File: src/rtl/sn_request_issuer.sv
// -----------------------------------------------------------------------------
// sn_request_issuer
//
// Queues worklist requests (address + length) from an upstream producer and
// offers them one at a time to a downstream controller, while limiting how
// many requests may be handed off but not yet reported done.
//
// Structure:
//   - A FIFO_DEPTH-entry pending queue (ring buffer).
//   - A separate offer slot that holds the request currently presented on
//     SN_next_*. The slot is always loaded from the queue head on a clock
//     edge, so a freshly enqueued request is never bypassed straight to the
//     slot.
//   - A three-state FSM (EMPTY / OFFER / THROTTLE) around the slot.
//   - An outstanding counter: +1 per consumed offer, -1 per done pulse.
//
// Ports:
//   clk, rst           sole rising-edge clock, synchronous active-high reset
//   enq_valid/ready    upstream handshake; enq_ready is high while not full
//   enq_addr, enq_len  request payload; zero-length requests are swallowed
//   SN_next_op         an offered request is valid on SN_next_addr/len
//   SN_clr_next        controller consumed the offered request (pulse)
//   SN_req_done        controller finished one request (pulse)
//   outstanding        requests handed off and not yet done
//   idle               queue empty, slot empty and nothing outstanding
//   proto_err          sticky: clr without offer, or done with nothing out
// -----------------------------------------------------------------------------
module sn_request_issuer #(
    parameter int ADDR_WIDTH  = 64,
    parameter int WL_LEN_BITS = 8,
    parameter int FIFO_DEPTH  = 4,
    parameter int MAX_OUT     = 2
) (
    input  logic                         clk,
    input  logic                         rst,
    input  logic                         enq_valid,
    output logic                         enq_ready,
    input  logic [ADDR_WIDTH-1:0]        enq_addr,
    input  logic [WL_LEN_BITS-1:0]       enq_len,
    output logic                         SN_next_op,
    output logic [ADDR_WIDTH-1:0]        SN_next_addr,
    output logic [WL_LEN_BITS-1:0]       SN_next_len,
    input  logic                         SN_clr_next,
    input  logic                         SN_req_done,
    output logic [$clog2(MAX_OUT+1)-1:0] outstanding,
    output logic                         idle,
    output logic                         proto_err
);

    localparam int PTR_W = (FIFO_DEPTH > 1) ? $clog2(FIFO_DEPTH) : 1;
    localparam int CNT_W = PTR_W + 1;
    localparam int OUT_W = $clog2(MAX_OUT + 1);

    typedef enum logic [1:0] {
        ST_EMPTY    = 2'd0,
        ST_OFFER    = 2'd1,
        ST_THROTTLE = 2'd2
    } state_t;

    state_t state, state_nxt;

    // Pending queue storage and control
    logic [ADDR_WIDTH-1:0]  fifo_addr [FIFO_DEPTH];
    logic [WL_LEN_BITS-1:0] fifo_len  [FIFO_DEPTH];
    logic [PTR_W-1:0]       wr_ptr;
    logic [PTR_W-1:0]       rd_ptr;
    logic [CNT_W-1:0]       fifo_cnt;

    // Offer slot (data only; its validity is carried by the FSM state)
    logic [ADDR_WIDTH-1:0]  slot_addr;
    logic [WL_LEN_BITS-1:0] slot_len;

    logic             fifo_empty;
    logic             push;
    logic             pop;
    logic             clr_acc;
    logic             done_acc;
    logic             under_limit;
    logic             proto_viol;
    logic [OUT_W-1:0] out_nxt;

    assign fifo_empty = (fifo_cnt == '0);
    assign enq_ready  = (fifo_cnt < CNT_W'(FIFO_DEPTH));

    // Zero-length requests complete the handshake but are never stored.
    assign push = enq_valid && enq_ready && (enq_len != '0);

    // A clr only counts while a request is actually being offered; a done
    // only counts if something is (or is just becoming) outstanding, so the
    // counter can never wrap below zero.
    assign clr_acc    = SN_clr_next && (state == ST_OFFER);
    assign done_acc   = SN_req_done && ((outstanding != '0) || clr_acc);
    assign proto_viol = (SN_clr_next && !clr_acc) || (SN_req_done && !done_acc);

    always_comb begin
        out_nxt = outstanding;
        if (clr_acc && !done_acc) begin
            out_nxt = outstanding + OUT_W'(1);
        end else if (!clr_acc && done_acc) begin
            out_nxt = outstanding - OUT_W'(1);
        end
    end

    // Throttle decisions look at the post-edge outstanding count, so a done
    // pulse releases a throttled request on the very next cycle.
    assign under_limit = (out_nxt < OUT_W'(MAX_OUT));

    always_comb begin
        state_nxt = state;
        pop       = 1'b0;
        case (state)
            ST_EMPTY: begin
                if (!fifo_empty) begin
                    pop       = 1'b1;
                    state_nxt = under_limit ? ST_OFFER : ST_THROTTLE;
                end
            end
            ST_OFFER: begin
                if (clr_acc) begin
                    if (!fifo_empty) begin
                        pop       = 1'b1;
                        state_nxt = under_limit ? ST_OFFER : ST_THROTTLE;
                    end else begin
                        state_nxt = ST_EMPTY;
                    end
                end
            end
            ST_THROTTLE: begin
                if (under_limit) begin
                    state_nxt = ST_OFFER;
                end
            end
            default: begin
                state_nxt = ST_EMPTY;
            end
        endcase
    end

    // Control state: FSM, queue pointers, outstanding counter, error flag
    always_ff @(posedge clk) begin
        if (rst) begin
            state       <= ST_EMPTY;
            wr_ptr      <= '0;
            rd_ptr      <= '0;
            fifo_cnt    <= '0;
            outstanding <= '0;
            proto_err   <= 1'b0;
        end else begin
            state       <= state_nxt;
            outstanding <= out_nxt;
            if (proto_viol) begin
                proto_err <= 1'b1;
            end
            if (push) begin
                wr_ptr <= wr_ptr + PTR_W'(1);
            end
            if (pop) begin
                rd_ptr <= rd_ptr + PTR_W'(1);
            end
            case ({push, pop})
                2'b10:   fifo_cnt <= fifo_cnt + CNT_W'(1);
                2'b01:   fifo_cnt <= fifo_cnt - CNT_W'(1);
                default: fifo_cnt <= fifo_cnt;
            endcase
        end
    end

    // Data path: queue entries and offer slot carry no reset; their validity
    // is tracked entirely by the control state above.
    always_ff @(posedge clk) begin
        if (push) begin
            fifo_addr[wr_ptr] <= enq_addr;
            fifo_len[wr_ptr]  <= enq_len;
        end
        if (pop) begin
            slot_addr <= fifo_addr[rd_ptr];
            slot_len  <= fifo_len[rd_ptr];
        end
    end

    // Offered payload is forced to zero whenever nothing is being offered.
    assign SN_next_op   = (state == ST_OFFER);
    assign SN_next_addr = SN_next_op ? slot_addr : '0;
    assign SN_next_len  = SN_next_op ? slot_len  : '0;

    assign idle = (state == ST_EMPTY) && fifo_empty && (outstanding == '0);

endmodule

File: config.mk
export PLATFORM = sky130hd
export DESIGN_NAME = sn_request_issuer
export DESIGN_NICKNAME = d
export VERILOG_FILES = /design/src/rtl/sn_request_issuer.sv
export SDC_FILE = /design/constraint.sdc
export NUM_CORES = 1
export LEC_CHECK = 0
export CAP_MARGIN = 30
export CORE_MARGIN = 2
export CORE_UTILIZATION = 30
export CTS_BUF_LIST = sky130_fd_sc_hd__clkbuf_2 sky130_fd_sc_hd__clkbuf_4 sky130_fd_sc_hd__clkbuf_8
export DETAILED_ROUTE_END_ITERATION = 6
export SYNTH_ARGS = -nofsm -noshare
export SYNTH_HDL_FRONTEND = slang
export SYNTH_SLANG_ARGS = --single-unit
File: constraint.sdc
create_clock -name clk -period 8.8 [get_ports clk]
set_input_delay 1.76 -clock clk [delete_from_list [all_inputs] [get_ports clk]]
set_output_delay 1.76 -clock clk [all_outputs]
set_load 0.03 [all_outputs]
==> results.md, run 1 <==
- Cell area after synthesis: 13800 um2
- IO Pins: 155
- Die W: 218 um
- Port Buf Inserts: 154
- Hold Path Class: register to register
- DRT Wirelength: 27600 um
- Final instance area: ~17000 um2
- Post-synthesis cell count: a little over 600
- Clock Pin Slew Worst Setup and Hold Paths: 0.06 ns
- CTS Root Cell: clkbuf_8
- Top-area cell type share of the netlist area: 0.786
- Synth warnings: 0
- Routed len/inst: between 15 and 20 um
- GRT overflow: 0
- RSZ-0062 raised after global routing: false
- Starting Density: 0.304
- Final Slew Violations: 0
- TritonCTS buffer count: 60
- Final worst slack: 4.10 ns
- Final setup fails: 0
- Via density per instance: around 4.3
- Status: finished, final reports clean
- Crit path buffers/inverters: 2
- Area grow syn2layout: 25.3%
- Peak supply drop: 0.129 mV
- Setup TNS: 0 ns
- Post-synthesis net count: 694
- Final hold vios: 0
- Final ANT Viol Nets: 0
- Commonest non-fill, non-tap cells in the layout: 360 x edfxtp_1, 154 x clkdlybuf4s50_1, 72 x mux4_2, 72 x and2_1, 65 x clkbuf_8
- Hold bufs inserted after CTS: 0
- CP Max Fanout: 40
- Max Root-Sink Buffers: 3
- Kind of critical path: register to primary output
- Drt initial violations: 302
- Resized Gates After CTS: 0
- Area leader, netlist: edfxtp_1
- Measured slew at the worst slew-check pin: around 0.94 ns
- Rel. slew slack: 0.375
- Critical-path cell list: and2b_2, buf_4, and2_1, clkdlybuf4s50_1
- Count of clock tree sinks: 372
- Synth area leaders: edfxtp_1 79%, mux4_2 12%, and2_1 3.5%, dfxtp_1 1.7%, ha_1 0.55%
- Leak: ~0.0055 uW
- PD cells: around 320 nW/um2
- CP delay by family, top: buffers and inverters
- DRC: 0
- Die height: approximately 220 um
- Worst setup EP type: primary output
- Average cell area after synthesis: roughly 23 um2
- Die area: around 48000 um2
- Dpl hpwl: 16400 um
- Flops & latches, synth: roughly 370
- Antenna violations before repair: 0
- First-pass DRT Iterations: 6
- Pwr Total: around 5600 uW
- Site row count: 78
- Core footprint: 45300 um2
- Layout cells sized above 1: 0.227
- Crit path DAT: between 2 and 3 ns
- Cell variety after synth: 37
- Slowest stage cell, crit path: clkdlybuf4s50_1
- Place WS: 4.06 ns
- Vias in the first global route: about 7k
- Min cycle time layout: about 4.7 ns
- Clk_lat worst skew: between 0.6 and 0.7 ns
- Max Clock Skew: between 0.02 and 0.025 ns
- Nets: ~900
- Post-Place Cell Area: between 15000 and 20000 um2
- Fin crit share: 0.534
- Critical Path Source Type: register
- Critical Path RT: between 7 and 8 ns
- Most common cell after layout, fill and taps aside: edfxtp_1
- Finished Core Util: 0.381
- Largest net degree at the start of global routing: 62
- Via count: approximately 6.3k
- RePlAce Congestion: about 0.69
- Crit-path max cell delay: between 0.6 and 0.7 ns
- CTS tree: done
- Max Cap Viol: 0
- FMAX: 213 MHz
- CTS H-tree lvls: 2
- GRT Total Usage: 0.118
- Fill cells: 4157
- Sequential area share after synthesis: 0.803
- First-pass GRT wire length: around 41000 um
- Post-CTS Setup Bufs: 0
## where the power goes
part	internal, uW	total [uW]	switching (uW)
Clock	829	1480	649
Sequential	2420	2560	144
Combinational	678	1550	870
Total	3930	5590	1660
## cells by family after synthesis
| kind of cell | share of synthesized area |
|---|---|
| compound gates | 0.00709 |
| xor+xnor | 0.00382 |
| fa+ha+maj | 0.00691 |
| buf+inv | 0.0125 |
| flops | 0.803 |
| mux | 0.120 |
| simple gates | 0.0466 |
## per-layer routing
metal  vias to the layer above  wire (um)  track usage
li1                       2868          -            -
met1                      3261      12100        0.152
met2                       158      13500        0.190
met3                        43       1500       0.0344
met4                         0        515       0.0381
met5                         -          0            0
## sequential cells by signal, indices dropped and copies added (netlist names)
| register | count |
|---|---|
| fifo_cnt | 3 |
| rd_ptr | 2 |
| slot_addr | 64 |
| state | 2 |
| fifo_addr | 256 |
| slot_len | 8 |
| fifo_len | 32 |
| wr_ptr | 2 |
| outstanding | 2 |
| proto_err | 1 |
## Yosys cell counts (all sizes together)
master   instances
a2111oi          1
nand2            1
mux4            72
o221ai           1
nor4b            1
xnor2            4
buf             14
clkbuf          11
nand2b           1
inv             11
or3              1
and2            76
nor2            12
and2b            2
o21a             1
edfxtp         360
fa               1
nor3             2
ha               6
dfxtp           12
o21ai            1
nor2b            1
nor4             2
mux2i            3
a21boi           1
and4bb           1
xor2             2
a21o             1
nand3b           2
o211ai           1
a21oi            5
## worst min-delay path, delay by kind of cell (launching register included)
kind | cells | cell delay, ns
AO/OA/AOI/OAI | 1 | 0.04
flip-flops | 1 | 0.32
AND/OR/NAND/NOR | 1 | 0.07
## metrics by stage
step | hold WS [ns] | cells
after floorplan | 0.473 | 610
after global placement | 0.451 | 1348
after detailed placement | 0.466 | 1348
after CTS | 0.479 | 1455
after global routing | 0.501 | 1456
final | 0.470 | 1457
## worst paths after layout
kind / depth (start not counted) / end / slack (ns) / start
setup reg to reg: 4 / fifo_addr[1][36] / 6.13 / fifo_cnt[2]
setup / recovery: 4 / SN_next_addr[5] / 4.10 / state[1]
hold / removal: 2 / proto_err / 0.47 / proto_err
hold reg to reg: 2 / proto_err / 0.47 / proto_err
## layout make-up
type / instances / area, um2 / area share
diodes: 1 / 2.50 / 0.000145
multi-input cells: 202 / 2550 / 0.148
repair buffers: 164 / 1630 / 0.0945
clock inverters: 20 / 149 / 0.00863
clock buffers: 87 / 1060 / 0.0615
inverters: 11 / 41.3 / 0.00239
well taps: 600 / 751 / 0.0435
flip-flops and latches: 372 / 11100 / 0.641
(Power assumes the default switching activity.)
==> inputs of run 2 (changes only) <==
==> constraint.sdc (replaced) <==
create_clock -name clk -period 3.8 [get_ports clk]
set_input_delay 0.76 -clock clk [delete_from_list [all_inputs] [get_ports clk]]
set_output_delay 0.76 -clock clk [all_outputs]
set_load 0.03 [all_outputs]
==> run 2 against run 1 <==
Routed wire length up 1.2%. Sequential share of layout area fell by 0.47 points. First-iteration DRC count down 6.0%. Critical path type unchanged. Cell count rose by 0.75%. Combinational power up 140%. Critical path depth is the same. Count of clock-buffer cells in the layout down 6. Die area unchanged. Via count grew 0.27%. Highest routed layer is now met5. Final area rose by 0.73%.
==> results.md, run 2 (synthesized netlist as in run 1, its figures left out) <==
- Status: finished, final reports clean
- Placed insts: 1350 (+0.15%)
- CP Max Fanout: 73 (+83%)
- Crit path DAT: 2.42 ns (-0.52 ns)
- Clock Pin Slew Worst Setup and Hold Paths: 0.05 ns (about the same)
- Hold WS: 0.495 ns (+0.0243 ns)
- Final setup fails: 0 (unchanged)
- Vias in the first global route: 7010 (+2.3%)
- Antenna violations before repair: 5 (+5)
- Kind of critical path: register to primary output
- Via count: 6347 (+0.27%)
- Most common cell after layout, fill and taps aside: edfxtp_1
- Drt initial violations: 284 (-6.0%)
- TritonCTS buffer count: 66 (+10%)
- Final Slew Violations: 0 (unchanged)
- CTS Root Cell: clkbuf_8
- DRT Wirelength: 27900 um (+1.2%)
- Resized Gates After CTS: 0 (unchanged)
- GRT Total Usage: 0.119 (+0.00153)
- RSZ-0062 raised after global routing: false
- Rel. slew slack: 0.604 (+0.229)
- Hold bufs inserted after CTS: 0 (unchanged)
- Top Registers: fifo_addr x256, slot_addr x64, fifo_len x32
- Fin crit share: 0.836
- Max Root-Sink Buffers: 3 (unchanged)
- First-pass DRT Iterations: 4 (-2)
- Measured slew at the worst slew-check pin: 0.595 ns (-0.343 ns)
- Min cycle time layout: roughly 3.2 ns
- PD cells: 754 nW/um2 (+130%)
- Max Clock Skew: 0.0190 ns (-0.00179 ns)
- Area grow syn2layout: 26.2%
- Peak supply drop: 0.373 mV (+190%)
- Largest register FFs: 256 (unchanged)
- GRT overflow: 0 (unchanged)
- Largest net degree at the start of global routing: 74 (+19%)
- CTS tree: done
- DRC: 0 (unchanged)
- Critical Path Source Type: register
- IO Pins: 155 (unchanged)
- CTS H-tree lvls: 3 (+1)
- Hold Path Class: register to register
- Routed len/inst: 19.0 um (+0.39%)
- Nets: 902 (+0.78%)
- Core footprint: 45300 um2 (unchanged)
- Layout cells sized above 1: 0.225 (-0.00172)
- Non-filler cells, final: 1468 (+0.75%)
- Die height: 218 um (unchanged)
- Site row count: 78 (unchanged)
- FMAX: approximately 310 MHz
- Port Buf Inserts: 154 (unchanged)
- Largest Register: fifo_addr
- Starting Density: 0.304 (unchanged)
- Worst setup EP type: primary output
- Via density per instance: 4.32 (-0.48%)
- RePlAce Congestion: 0.694 (+0.19%)
- Dpl hpwl: 15200 um (-7.5%)
- Critical Path RT: 3.04 ns (-4.00 ns)
- Fill cells: 4171 (+0.34%)
- Die W: 218 um (unchanged)
- Die area: 47600 um2 (unchanged)
- First-pass GRT wire length: 42000 um (+1.3%)
- Post-CTS Setup Bufs: 0 (unchanged)
- Max Cap Viol: 0 (unchanged)
- Final ANT Viol Nets: 0 (unchanged)
- Commonest non-fill, non-tap cells in the layout: 360 x edfxtp_1, 154 x clkdlybuf4s50_1, 72 x mux4_2, 72 x and2_1, 66 x clkbuf_8
- Final hold vios: 0 (unchanged)
- Leak: 0.00552 uW (+0.16%)
- Count of clock tree sinks: 372 (unchanged)
- Clk_lat worst skew: 0.59 ns (-0.04 ns)
## run 2: cell types whose count changed in the layout (fill, tap and decap cells not counted), sizes merged
cell	change
buf	+1
bufinv	-1
clkbuf	-6
clkinv	+11
clkinvlp	+6
## run 2: path summary, 6_finish.rpt
check	from	end	slack [ns]	depth (start not counted)
setup / recovery	state[1]	SN_next_addr[34]	0.62	4
setup reg to reg	fifo_cnt[2]	fifo_cnt[2]	1.69	9
hold / removal	proto_err	proto_err	0.49	2
hold reg to reg	proto_err	proto_err	0.49	2
## run 2: per-stage QoR
step / setup WS, ns / total power [uW] / instance area [um2] / util / TNS (ns)
finish: 0.624 / 13100 / 17400 / 0.384 / 0
global route: 0.466 / 13800 / 17400 / 0.384 / 0
CTS: 0.488 / 13400 / 17400 / 0.384 / 0
detailed placement: 0.321 / 9890 / 16100 / 0.357 / 0
global placement: 0.340 / 9860 / 16100 / 0.356 / 0
floorplan: -0.219 / 8360 / 13800 / - / -0.311
## run 2: where the power goes
group	switching [uW]	internal, uW	total, uW
sequential	335	5600	5940
clock	1580	1840	3430
combinational	2080	1660	3730
## run 2: area by class of cell
class,count,area (um2),share of cell area
Sequential cell,372,11100,0.637
Multi-Input combinational cell,202,2560,0.148
Tap cell,600,751,0.0432
Clock buffer,81,1020,0.0588
Inverter,11,41.3,0.00238
Antenna cell,1,2.50,0.000144
Clock inverter,36,201,0.0116
Timing Repair Buffer,165,1730,0.0997
## run 2: critical path, stage by stage (launching register included)
cell and delay, ns:
dfxtp_1 0.38, and2b_2 0.27, buf_12 0.26, and2_1 0.20, clkdlybuf4s50_1 0.68
## run 2: metal layers
layer / track usage / vias to the layer above / share of wire
met5: 0 / - / 0.0016
met4: 0.0467 / 8 / 0.020
met3: 0.0384 / 60 / 0.063
met2: 0.190 / 171 / 0.48
met1: 0.151 / 3222 / 0.43
li1: - / 2886 / -
==> inputs of run 3 (changes only) <==
==> constraint.sdc (replaced) <==
create_clock -name clk -period 2.9 [get_ports clk]
set_input_delay 0.58 -clock clk [delete_from_list [all_inputs] [get_ports clk]]
set_output_delay 0.58 -clock clk [all_outputs]
set_load 0.03 [all_outputs]
==> run 3 against run 2 <==
Critical path depth stayed put. First-iteration DRC count is 11% higher. Critical endpoint is now SN_next_len[1]. Via count is 2.4% higher. Highest routed layer is now met4. Worst hold slack worse by 0.024 ns.
==> results.md, run 3 (synthesized netlist as in run 1, its figures left out) <==
- Post-Place Cell Area: 16200 um2 (+0.25%)
- PD cells: 987 nW/um2 (+31%)
- Die height: 218 um (unchanged)
- Port Buf Inserts: 154 (unchanged)
- Drt initial violations: 316 (+11%)
- Area grow syn2layout: 26.5%
- CTS H-tree lvls: 2 (-1)
- Via density per instance: 4.40 (+1.7%)
- Resized Gates After CTS: 1 (+1)
- DRT Wirelength: 27800 um (-0.56%)
- CTS tree: done
- Critical Path RT: 2.32 ns (-0.72 ns)
- Count of clock tree sinks: 372 (unchanged)
- Min cycle time layout: around 2.7 ns
- Hold bufs inserted after CTS: 0 (unchanged)
- CTS Root Cell: clkbuf_8
- Setup TNS: 0 ns (unchanged)
- Antenna violations before repair: 0 (-5)
- Routed len/inst: 18.8 um (-1.2%)
- Clock Pin Slew Worst Setup and Hold Paths: 0.06 ns (about the same)
- Max Clock Skew: 0.0184 ns (-0.000606 ns)
- IO Pins: 155 (unchanged)
- Slowest stage cell, crit path: buf_4
- Dpl hpwl: 15500 um (+2.0%)
- Critical Path Source Type: register
- Final ANT Viol Nets: 0 (unchanged)
- Site row count: 78 (unchanged)
- Clk_lat worst skew: 0.62 ns (+0.03 ns)
- RSZ-0062 raised after global routing: false
- Kind of critical path: register to primary output
- Final Slew Violations: 0 (unchanged)
- Starting Density: 0.304 (unchanged)
- R2R Path End: fifo_cnt[2]
- Final setup fails: 0 (unchanged)
- Top Registers: fifo_addr x256, slot_addr x64, fifo_len x32
- Critical R2R Launch: fifo_cnt[2]
- Final instance area: 17400 um2 (+0.21%)
- Final hold vios: 0 (unchanged)
- Hold path depth: 2 (unchanged)
- Nets: 911 (+1.0%)
- DRC: 0 (unchanged)
- Finished Core Util: 0.384 (+0.000801)
- Pwr Total: 17200 uW (+31%)
- TritonCTS buffer count: 61 (-7.6%)
- Most common cell after layout, fill and taps aside: edfxtp_1
- Largest register FFs: 256 (unchanged)
- Antenna diodes: 0 (-1)
- Max Root-Sink Buffers: 3 (unchanged)
- Core footprint: 45300 um2 (unchanged)
- Hold Path Class: register to register
- Die area: 47600 um2 (unchanged)
- First-pass GRT wire length: 42200 um (+0.51%)
- Layout cells sized above 1: 0.323 (+0.0985)
- Die W: 218 um (unchanged)
- RePlAce Congestion: 0.673 (-3.0%)
- Rel. slew slack: 0.582 (-0.0211)
- Measured slew at the worst slew-check pin: 0.626 ns (+0.0317 ns)
- FMAX: ~370 MHz
- Fin crit share: 0.942
- Flop2flop setup slack: 0.79 ns (-0.90 ns)
- Post-CTS Setup Bufs: 0 (unchanged)
- Vias in the first global route: 7119 (+1.6%)
- CP startpoint: state[1]
- First-pass DRT Iterations: 6 (+2)
- Setup crit end: SN_next_len[1]
- R2R depth: 9 (unchanged)
- GRT overflow: 0 (unchanged)
- Largest net degree at the start of global routing: 74 (unchanged)
- Peak supply drop: 0.507 mV (+36%)
- Worst setup EP type: primary output
- Crit path DAT: 2.15 ns (-0.27 ns)
- Max Cap Viol: 0 (unchanged)
- Via count: 6500 (+2.4%)
- Commonest non-fill, non-tap cells in the layout: 360 x edfxtp_1, 80 x clkdlybuf4s50_1, 80 x buf_4
- Critical-path cell list: and2b_2, buf_4, and2_1, buf_12
- Status: finished, final reports clean
- Crit-path max cell delay: 0.40 ns (-0.28 ns)
- Leak: 0.00578 uW (+4.7%)
- GRT Total Usage: 0.119 (-0.000286)
- CP Max Fanout: 44 (-40%)
- Largest Register: fifo_addr
==> run 3: report_power, final <==
part	switching (uW)	internal [uW]
sequential	306	7340
clock	2030	2480
combinational	2890	2130
==> run 3: critical path: cells and delay by family, from the launching register on <==
kind	cells	cell delay, ns
buffers and inverters	2	0.55
DFF	1	0.39
and+or+nand+nor	2	0.56
==> run 3: metal layers <==
metal	routed length, um	global-route usage
met5	0	0
met4	516	0.0351
met3	1480	0.0306
met2	14200	0.202
met1	11600	0.149
==> run 3: area by class of cell <==
cell class	count	area, um2
clock buffer	80	982
clock inverter	34	240
timing repair buffer	179	1770
sequential	372	11100
tap	600	751
inverter	11	41.3
fill	4133	27900
multi-input combinational	202	2560
==> run 3: worst min path at each step <==
stage / from / endpoint / slack, ns
after floorplan: fifo_cnt[2] / fifo_cnt[2] / 0.48
after global placement: proto_err / proto_err / 0.46
after detailed placement: proto_err / proto_err / 0.46
after CTS: proto_err / proto_err / 0.48
after global routing: proto_err / proto_err / 0.50
final: proto_err / proto_err / 0.47
==> run 3: stage by stage <==
stage / setup slack (ns) / hold WS [ns] / instances
2_1_floorplan: -0.939 / 0.478 / 610
3_3_place_gp: 0.0755 / 0.455 / 1364
3_5_place_dp: 0.00827 / 0.462 / 1364
4_1_cts: 0.0706 / 0.476 / 1478
5_1_grt: 0.00245 / 0.501 / 1478
6_report: 0.168 / 0.470 / 1478
